--- src/rtl/mac_feeder_pkg.sv ---
// Shared types and default sizing for the MAC operand feeder.
package mac_feeder_pkg;

    localparam int unsigned DATA_W_DEF = 8;
    localparam int unsigned ACC_W_DEF  = 16;
    localparam int unsigned DEPTH_DEF  = 16;

    typedef enum logic [2:0] {
        IDLE   = 3'd0,
        CLEAR  = 3'd1,
        STREAM = 3'd2,
        DRAIN  = 3'd3,
        DONE   = 3'd4
    } feeder_state_t;

    // Width of a pair count able to hold 0..depth inclusive.
    function automatic int unsigned len_w(input int unsigned depth);
        return $clog2(depth + 1);
    endfunction

    // Width of an index into the operand store; never below one bit.
    function automatic int unsigned addr_w(input int unsigned depth);
        return (depth > 1) ? $clog2(depth) : 1;
    endfunction

endpackage

--- src/rtl/operand_regfile.sv ---
// Operand pair store: one synchronous write port, one combinational read port,
// synchronous clear on reset.
module operand_regfile #(
    parameter int unsigned DATA_W = 8,
    parameter int unsigned DEPTH  = 16,
    parameter int unsigned ADDR_W = 4
) (
    input  logic                     clk,
    input  logic                     reset,
    input  logic                     wr_en,
    input  logic        [ADDR_W-1:0] wr_addr,
    input  logic signed [DATA_W-1:0] wr_a,
    input  logic signed [DATA_W-1:0] wr_b,
    input  logic        [ADDR_W-1:0] rd_addr,
    output logic signed [DATA_W-1:0] rd_a,
    output logic signed [DATA_W-1:0] rd_b
);

    logic [DATA_W-1:0] mem_a [DEPTH];
    logic [DATA_W-1:0] mem_b [DEPTH];

    // Out-of-range write addresses are discarded when DEPTH is not a power of two.
    always_ff @(posedge clk) begin
        if (reset) begin
            for (int i = 0; i < int'(DEPTH); i++) begin
                mem_a[i] <= '0;
                mem_b[i] <= '0;
            end
        end else if (wr_en && (32'(wr_addr) < DEPTH)) begin
            mem_a[wr_addr] <= wr_a;
            mem_b[wr_addr] <= wr_b;
        end
    end

    assign rd_a = mem_a[rd_addr];
    assign rd_b = mem_b[rd_addr];

endmodule

--- src/rtl/mac_operand_feeder.sv ---
// Sequencer in front of a MAC lane: clears the accumulator, streams operand
// pairs, counts returned products and captures the final dot product.
module mac_operand_feeder
    import mac_feeder_pkg::*;
#(
    parameter  int unsigned DATA_W = DATA_W_DEF,
    parameter  int unsigned ACC_W  = ACC_W_DEF,
    parameter  int unsigned DEPTH  = DEPTH_DEF,
    localparam int unsigned LEN_W  = len_w(DEPTH),
    localparam int unsigned ADDR_W = addr_w(DEPTH)
) (
    input  logic                     clk,
    input  logic                     reset,
    input  logic                     wr_en,
    input  logic        [ADDR_W-1:0] wr_addr,
    input  logic signed [DATA_W-1:0] wr_a,
    input  logic signed [DATA_W-1:0] wr_b,
    input  logic                     start,
    input  logic        [LEN_W-1:0]  len,
    output logic                     busy,
    output logic                     done,
    output logic signed [ACC_W-1:0]  result,
    output logic                     mac_clear,
    output logic signed [DATA_W-1:0] mac_a,
    output logic signed [DATA_W-1:0] mac_b,
    output logic                     mac_valid,
    input  logic signed [ACC_W-1:0]  mac_f,
    input  logic                     mac_valid_out
);

    feeder_state_t            state;
    logic        [LEN_W-1:0]  len_q;
    logic        [LEN_W-1:0]  idx;
    logic        [LEN_W-1:0]  vcnt;
    logic        [LEN_W-1:0]  len_clamped;
    logic signed [DATA_W-1:0] rd_a;
    logic signed [DATA_W-1:0] rd_b;

    assign len_clamped = (32'(len) > DEPTH) ? LEN_W'(DEPTH) : len;

    // Writes are only accepted while idle so a run sees a stable operand set.
    operand_regfile #(
        .DATA_W (DATA_W),
        .DEPTH  (DEPTH),
        .ADDR_W (ADDR_W)
    ) u_regfile (
        .clk     (clk),
        .reset   (reset),
        .wr_en   (wr_en && !busy),
        .wr_addr (wr_addr),
        .wr_a    (wr_a),
        .wr_b    (wr_b),
        .rd_addr (ADDR_W'(idx)),
        .rd_a    (rd_a),
        .rd_b    (rd_b)
    );

    // FSM and registered outputs; pulse-type outputs default low each cycle.
    always_ff @(posedge clk) begin
        if (reset) begin
            state     <= IDLE;
            len_q     <= '0;
            idx       <= '0;
            vcnt      <= '0;
            busy      <= 1'b0;
            done      <= 1'b0;
            result    <= '0;
            mac_a     <= '0;
            mac_b     <= '0;
            mac_valid <= 1'b0;
            mac_clear <= 1'b1;
        end else begin
            done      <= 1'b0;
            mac_clear <= 1'b0;
            mac_valid <= 1'b0;
            case (state)
                IDLE: begin
                    if (start) begin
                        state     <= CLEAR;
                        len_q     <= len_clamped;
                        idx       <= '0;
                        vcnt      <= '0;
                        busy      <= 1'b1;
                        mac_clear <= 1'b1;
                    end
                end
                CLEAR: begin
                    if (len_q == '0) begin
                        state  <= DONE;
                        result <= '0;
                        done   <= 1'b1;
                    end else begin
                        state     <= STREAM;
                        mac_valid <= 1'b1;
                        mac_a     <= rd_a;
                        mac_b     <= rd_b;
                        idx       <= idx + LEN_W'(1);
                    end
                end
                STREAM: begin
                    // Early products can return while later pairs are still issuing.
                    if (mac_valid_out) begin
                        vcnt <= vcnt + LEN_W'(1);
                    end
                    if (idx == len_q) begin
                        state <= DRAIN;
                    end else begin
                        mac_valid <= 1'b1;
                        mac_a     <= rd_a;
                        mac_b     <= rd_b;
                        idx       <= idx + LEN_W'(1);
                    end
                end
                DRAIN: begin
                    if (mac_valid_out) begin
                        if (vcnt == len_q - LEN_W'(1)) begin
                            result <= mac_f;
                            done   <= 1'b1;
                            state  <= DONE;
                        end else begin
                            vcnt <= vcnt + LEN_W'(1);
                        end
                    end
                end
                DONE: begin
                    state <= IDLE;
                    busy  <= 1'b0;
                end
                default: state <= IDLE;
            endcase
        end
    end

endmodule

--- config.mk ---
export PLATFORM = sky130hd
export DESIGN_NAME = mac_operand_feeder
export DESIGN_NICKNAME = d
export VERILOG_FILES = /design/src/rtl/mac_feeder_pkg.sv /design/src/rtl/operand_regfile.sv /design/src/rtl/mac_operand_feeder.sv
export SDC_FILE = /design/constraint.sdc
export NUM_CORES = 1
export LEC_CHECK = 0
export CORE_ASPECT_RATIO = 0.7
export CORE_MARGIN = 1
export CORE_UTILIZATION = 35
export DETAILED_ROUTE_END_ITERATION = 12
export PLACE_DENSITY_LB_ADDON = 0.15
export SYNTH_ARGS = -nofsm -noshare
export SYNTH_HDL_FRONTEND = slang
export SYNTH_HIERARCHICAL = 1
export SYNTH_SLANG_ARGS = --single-unit
--- constraint.sdc ---
create_clock -name clk -period 3 [get_ports clk]
set_input_delay 0.6 -clock clk [delete_from_list [all_inputs] [get_ports clk]]
set_output_delay 0.6 -clock clk [all_outputs]
set_load 0.03 [all_outputs]
Word level (Yosys, flattened, before mapping)
Memory sizes are Yosys's and may differ from the RTL's. A register that Yosys moved wholly into a read port is not among the register bits.
Index checks and enable logic that the tools add are counted.
{"block": "totals", "ramBits": 256, "output_inout_bits": 36, "ff_bits": 54, "elab_cells": 101, "n_memories": 2, "in_bits": 46}
{"block": "classes", "eq_ne": 15, "add_sub_neg": 3, "mux": 51, "n_lt_le_gt_ge": 1, "n_reduce_logical": 18}
{"memory": "u_regfile.mem_a", "depth": 16, "width": 8, "rd": 1, "rd_ports_with_merged_regs": 1, "wr": 16, "line_no": "operand_regfile.sv:19", "rtl": "logic [DATA_W-1:0] mem_a [DEPTH];"}
{"memory": "u_regfile.mem_b", "depth": 16, "width": 8, "rd": 1, "rd_ports_with_merged_regs": 1, "wr": 16, "line_no": "operand_regfile.sv:20", "rtl": "logic [DATA_W-1:0] mem_b [DEPTH];"}
{"operator": "16-bit 2-to-1 mux", "count": 3}
{"operator": "8-bit 2-to-1 mux", "count": 6}
{"operator": "5-bit 2-to-1 mux", "count": 7}
{"operator": "16-bit case mux with 2 select lines", "count": 1}
{"operator": "8-bit case mux with 2 select lines", "count": 2}
{"operator": "5-bit case mux with 3 select lines", "count": 2}
{"operator": "4-bit 2-to-1 mux", "count": 6}
{"operator": "2-bit inequality test (second input constant)", "count": 9}
{"operator": "8-bit OR reduction", "count": 2}
{"operator": "1-bit 2-to-1 mux", "count": 15}
{"operator": "3-bit 2-to-1 mux", "count": 5}
{"operator": "3-bit case mux with 4 select lines", "count": 1}
{"operator": "4-bit AND reduction", "count": 3}
{"operator": "5-bit by 1-bit adder with 5-bit output (second input constant)", "count": 2}
{"operator": "5-bit equality test", "count": 2}
{"operator": "3-bit by 2-bit equality test with 1-bit output (second input constant)", "count": 2}
{"operator": "1-bit case mux with 2 select lines", "count": 3}
{"operator": "2-bit nonzero test", "count": 3}
{"operator": "3-bit nonzero test", "count": 2}
{"operator": "5-bit greater-than comparator (second input constant)", "count": 1}
{"operator": "5-bit zero test", "count": 1}
{"operator": "5-bit AND reduction", "count": 1}
{"operator": "5-bit by 1-bit subtractor with 5-bit output (second input constant)", "count": 1}
{"operator": "2-bit AND reduction", "count": 2}
{"operator": "other kinds (6)", "count": 6}

Depth between registers and ports, before layout
{"block": "logic_depth", "word_depth": 7, "ltp_mapped": 9, "depth_no_buf": 8}

Hierarchy
Netlist, hierarchy kept.
{"module": "operand_regfile", "seq_area_each_um2": 7687.4, "cells_per_inst": 722, "area_each_um2": 11537.3, "instances": 1}
{"module": "mac_operand_feeder", "seq_area_each_um2": 1081.0, "cells_per_inst": 274, "area_each_um2": 2474.9, "instances": 1}

Least setup slack after synthesis
OpenSTA, ideal clock, no wires.
{"block": "synth_timing", "path_type": "in2reg", "from": "input port wr_en", "to": "memory u_regfile.mem_a[0][0], enable pin", "t_required_ns": 2.666, "setup_time_ns": 0.334, "cell_stages": 4, "arrival_ns": 1.844, "path_slack_ns": 0.823, "path_buffers": 0, "cell_sequence": "nor2b_1 > or4b_4 > nor3_4 > or2_2"}
{"element": "from (decl)", "line_no": "mac_operand_feeder.sv:14", "rtl": "input logic wr_en,"}
{"element": "to (decl)", "line_no": "operand_regfile.sv:19"}

Worst setup path after layout
{"block": "layout_timing", "from": "register len_q[0]", "to": "register mac_b[1]"}
{"block": "layout_between", "elab_chain_len": 3, "elab_cells_between_ends": 5, "classes_between": "3 x eq/ne; 2 x reduce/logical"}
{"element": "from (decl)", "line_no": "mac_operand_feeder.sv:32", "rtl": "logic [LEN_W-1:0] len_q;"}
{"element": "from (signal assigned)", "line_no": "mac_operand_feeder.sv:80", "rtl": "len_q <= len_clamped;"}
{"element": "5-bit equality test or 5-bit zero test (tied branches)", "line_no": "mac_operand_feeder.sv:105, mac_operand_feeder.sv:88"}
{"element": "2-bit inequality test (no source line)"}
{"element": "3-bit AND reduction (no source line) *"}
{"element": "to (signal assigned)", "line_no": "mac_operand_feeder.sv:96", "rtl": "mac_b <= rd_b;"}
{"element": "to (signal assigned)", "line_no": "mac_operand_feeder.sv:110", "rtl": "mac_b <= rd_b;"}
{"element": "to (decl)", "line_no": "mac_operand_feeder.sv:25", "rtl": "output logic signed [DATA_W-1:0] mac_b,"}
Every way passes the cells marked *; elsewhere a longest branch is shown, timed or not.
A chain may end at the register's enable or synchronous reset.

==> impl_table.tex <==
\begin{tabular}{lr}
\hline
Metric & Value \\
\hline
\multicolumn{2}{l}{\textbf{Outcome}} \\
\quad Run status & complete, no violations \\
\multicolumn{2}{l}{\textbf{Synth}} \\
\quad Predominant post-synthesis flop cell & sky130\_fd\_sc\_hd\_\_edfxtp\_1 \\
\quad Cell count after synthesis & 996 \\
\quad Number of storage elements in the synthesis netlist & 310 \\
\quad Syn\_nets & 1,045 \\
\quad Area fraction of the dominant cell type after synthesis & 54.86\% \\
\quad Synthesis warning total & 6 \\
\quad Number of enable-type register cells in the synthesized netlist & 256 \\
\quad Cell area after technology mapping & 14,010 sq um \\
\quad Fraction of registers with async set or reset after synthesis & 0\% \\
\quad Synth area leader & sky130\_fd\_sc\_hd\_\_edfxtp\_1 \\
\quad Most numerous cell types in the synthesized netlist & sky130\_fd\_sc\_hd\_\_and2\_1, sky130\_fd\_sc\_hd\_\_edfxtp\_1, sky130\_fd\_sc\_hd\_\_mux4\_2, sky130\_fd\_sc\_hd\_\_dfxtp\_1, sky130\_fd\_sc\_hd\_\_clkbuf\_1 \\
\quad Cell types with the largest area share after synthesis & sky130\_fd\_sc\_hd\_\_edfxtp\_1, sky130\_fd\_sc\_hd\_\_and2\_1, sky130\_fd\_sc\_hd\_\_mux4\_2 \\
\quad Synth unique cells & between 50 and 60 \\
\quad Post-Syn Area per Cell & around 14 sq um \\
\quad Sequential fraction of the synthesis area & 62.58\% \\
\quad Dominant cell by count in the synthesized netlist & sky130\_fd\_sc\_hd\_\_and2\_1 \\
\multicolumn{2}{l}{\textbf{Clocking}} \\
\quad Htree depth & 1 \\
\quad Clock buffers created by TritonCTS & 31 \\
\quad Post-cts resize count & 0 \\
\quad Clk\_lat worst skew & 580 ps \\
\quad Clock tree from TritonCTS & yes \\
\quad Number of sinks on the clock net & a little over 300 \\
\quad Post-CTS setup buffers & 0 \\
\quad Clk root buf & sky130\_fd\_sc\_hd\_\_clkbuf\_16 \\
\quad Clock-pin slew reported for the worst setup and hold paths after clock tree synthesis & $\sim$60 ps \\
\quad Buffer depth of the longest clock path & 3 \\
\quad Hold buffers post-CTS & 0 \\
\multicolumn{2}{l}{\textbf{Die}} \\
\quad Y dimension of the die & 169.4 um \\
\quad Chip width & 241.2 um \\
\quad Die area & 40,850 sq um \\
\quad Standard-cell row count & 60 \\
\quad Top-level port count & 82 \\
\quad Initial core utilization & 35.96\% \\
\quad Core area & just under 40,000 sq um \\
\multicolumn{2}{l}{\textbf{Global route}} \\
\quad Initial antenna violation count & 0 \\
\quad Vias in the first global route & 8,140 \\
\quad Remaining global-route overflow & 0 \\
\quad Wire length of the first global-routing pass & 53.83 mm \\
\quad Maximum number of pins on one net before global-route repair & 52 \\
\quad Total Routing Usage GR & 17.85\% \\
\multicolumn{2}{l}{\textbf{Power and ir drop}} \\
\quad Power density relative to cell area & 563.4 nW/um\^{}2 \\
\quad Switching power & roughly 2200 uW \\
\quad Clock share of power & between 30 and 40\% \\
\quad Reg power frac & between 50\% and 60\% \\
\quad Power Internal & $\sim$7200 uW \\
\quad Peak supply drop & approximately 0.46 mV \\
\quad Share of total power consumed by net switching & 23.50\% \\
\quad Leakage power of the design & 0.005880 uW \\
\quad Power share of the combinational group & 8.6\% \\
\multicolumn{2}{l}{\textbf{Timing}} \\
\quad Slew @ Worst Pin & 1035 ps \\
\quad Max Clock Freq & 396.4 MHz \\
\quad Worst slew margin relative to its limit & between 30\% and 40\% \\
\quad Post-route setup TNS & 0 ps \\
\quad Max-slew violation count & 0 \\
\quad RSZ-0062 raised after global routing & no \\
\quad Final hold violations & 0 \\
\quad Minimum clock period after layout & 2523 ps \\
\quad Final cycle utilization of the critical path & 84.09\% \\
\quad Final worst clock skew & 11.69 ps \\
\quad Final Setup Violations & 0 \\
\multicolumn{2}{l}{\textbf{Setup path}} \\
\quad Setup slack of the most critical reg-to-reg path & 480 ps \\
\quad Startpoint of the worst register-to-register path & len\_q[0] \\
\quad Critical Path End Type & flop \\
\quad Delay of the slowest critical-path stage & 860 ps \\
\quad Path type of the worst setup path & flop to flop \\
\quad Endpoint of the worst register-to-register path & mac\_b[1] \\
\quad Path length in cells of the critical path & 7 \\
\quad Arrival time at the worst endpoint & 2980 ps \\
\quad Slowest cell on the critical path & sky130\_fd\_sc\_hd\_\_a21oi\_4 \\
\quad Gate family responsible for the most delay along the worst path & compound AO/OA/AOI/OAI gates \\
\quad Capturing instance or port of the critical path & mac\_b[1] \\
\quad R2r worst-path depth & 7 \\
\quad Element type at the critical path start & flop \\
\quad Origin of the worst setup path & len\_q[0] \\
\quad Total buffers and inverters traversed by the critical path & 1 \\
\quad Data required time of the critical path & 3460 ps \\
\quad Highest fanout seen on the critical path & 19 \\
\quad CP cell instances & inv\_1 > ha\_1 > or4b\_2 > nand3\_1 > a21oi\_4 > mux2i\_1 > nor2\_1 \\
\multicolumn{2}{l}{\textbf{Placement}} \\
\quad Area after detailed placement & 15,670 sq um \\
\quad Port buffer count & 81 \\
\quad Post-DP HPWL & 23.24 mm \\
\quad Weighted congestion at the end of routability-driven global placement & between 0.7 and 0.8 \\
\multicolumn{2}{l}{\textbf{Flow run}} \\
\quad Max-cap violations & 0 \\
\multicolumn{2}{l}{\textbf{Detailed routing}} \\
\quad Via total after detailed routing & 8,157 \\
\quad WL/cell & 21.88 um \\
\quad First-iteration detailed-routing DRC count & 684 \\
\quad Antenna viol nets, final & 0 \\
\quad Post-route DRC & 0 \\
\quad Number of vias per cell & 4.980 \\
\quad WL final & 35.84 mm \\
\quad Initial DRT Pass Iterations & 6 \\
\multicolumn{2}{l}{\textbf{Hold path}} \\
\quad Worst min-delay path class & flop to flop \\
\multicolumn{2}{l}{\textbf{Layout}} \\
\quad Share of cells above drive strength 1 & 17.03\% \\
\quad Net count reported at finish & 1,134 \\
\quad Total of fill cells in the finished design & 3,529 \\
\quad Area overhead of the layout relative to synthesis & 18.41\% \\
\quad Final cell area excluding filler cells & 16,590 sq um \\
\hline
\end{tabular}
## worst register-to-register path, stage by stage (launching register included)
cell and delay [ps]:
sky130_fd_sc_hd__dfxtp_1 440, sky130_fd_sc_hd__inv_1 70, sky130_fd_sc_hd__ha_1 240, sky130_fd_sc_hd__or4b_2 260
sky130_fd_sc_hd__nand3_1 170, sky130_fd_sc_hd__a21oi_4 860, sky130_fd_sc_hd__mux2i_1 310, sky130_fd_sc_hd__nor2_1 50
## registers in the layout, summed over array words and instances, names as in the netlist
| register | flops |
|---|---|
| busy | 1 |
| done | 1 |
| idx | 5 |
| len_q | 5 |
| mac_a | 8 |
| mac_b | 8 |
| mac_clear | 1 |
| mac_valid | 1 |
| result | 16 |
| state | 3 |
| u_regfile/mem_a | 128 |
| u_regfile/mem_b | 128 |
| vcnt | 5 |
## per-layer routing
layer,wire [um],vias up,global-route usage (%)
met2,14950,144,25.20
met3,1429,50,2.554
li1,-,3822,-
met4,679,0,3.715
met1,18770,4141,28.64
met5,0,-,0
## metrics by stage
step                      hold WS [ps]  utilization [%]  total power [uW]  std cells  setup slack (ps)
final                            458.6            42.59              9349       1638             477.2
after CTS                        464.3            42.58              9454       1637             443.0
after floorplan                  453.0                -              5422        996             822.7
after global placement           445.7            40.21              5782       1579             207.6
after global routing             480.6            42.58              9673       1637             276.8
after detailed placement         455.0            40.21              5785       1579             175.5
## area by class of cell
| type | instances | area (sq um) | area share (%) |
|---|---|---|---|
| Antenna cell | 1 | 2.502 | 0.01508 |
| Inverter | 4 | 15.01 | 0.09049 |
| Tap cell | 527 | 659.4 | 3.974 |
| Sequential cell | 310 | 8776 | 52.89 |
| Timing Repair Buffer | 127 | 1301 | 7.843 |
| Clock buffer | 43 | 820.8 | 4.947 |
| Multi-Input combinational cell | 611 | 4915 | 29.62 |
| Clock inverter | 15 | 102.6 | 0.6184 |
## layout by cell type, fill, tap and decap left out, types with 5 or more instances in the layout
cell	count
sky130_fd_sc_hd__clkbuf_1	12
sky130_fd_sc_hd__dfxtp_1	52
sky130_fd_sc_hd__a31oi_1	6
sky130_fd_sc_hd__a22oi_1	32
sky130_fd_sc_hd__nand3b_1	22
sky130_fd_sc_hd__nor2_1	39
sky130_fd_sc_hd__clkdlybuf4s50_1	80
sky130_fd_sc_hd__a21oi_1	10
sky130_fd_sc_hd__and2_1	259
sky130_fd_sc_hd__or2_2	16
sky130_fd_sc_hd__buf_12	12
sky130_fd_sc_hd__o21ai_0	20
sky130_fd_sc_hd__mux4_2	64
sky130_fd_sc_hd__nor2b_1	9
sky130_fd_sc_hd__nand2_1	48
sky130_fd_sc_hd__clkinv_2	6
sky130_fd_sc_hd__clkbuf_16	31
sky130_fd_sc_hd__clkinv_1	5
sky130_fd_sc_hd__edfxtp_1	256
sky130_fd_sc_hd__xor2_1	10
sky130_fd_sc_hd__buf_4	34
sky130_fd_sc_hd__mux2i_1	16
## power by group through the flow
stage          Clock (uW)  Combinational (uW)  Sequential, uW
3_3_place_gp            0                 814            4970
4_1_cts              3760                 821            4880
2_1_floorplan           0                 473            4950
6_report             3660                 808            4880
3_5_place_dp            0                 817            4970
5_1_grt              3910                 868            4890
## cells by family (layout without fill, tap and decap cells)
family	after synthesis	in the layout	share of synthesized area (%)
other	0	1	0
multiplexers	80	80	11.43
AND/OR/NAND/NOR	429	429	18.20
adder cells (fa/ha/maj)	3	3	0.2679
buffers and inverters	75	189	2.429
flip-flops	310	310	62.58
AO/OA/AOI/OAI	86	86	4.286
XOR/XNOR	13	13	0.8126
## worst min-delay path by stage
stage / endpoint / cells after the start / from
2_1_floorplan: vcnt[4] / 1 / vcnt[4]
3_3_place_gp: result[12] / 2 / result[12]
4_1_cts: result[3] / 2 / result[3]
5_1_grt: result[2] / 2 / result[2]
6_report: result[3] / 2 / result[3]
3_5_place_dp: result[3] / 2 / result[3]
(Power assumes the default switching activity.)
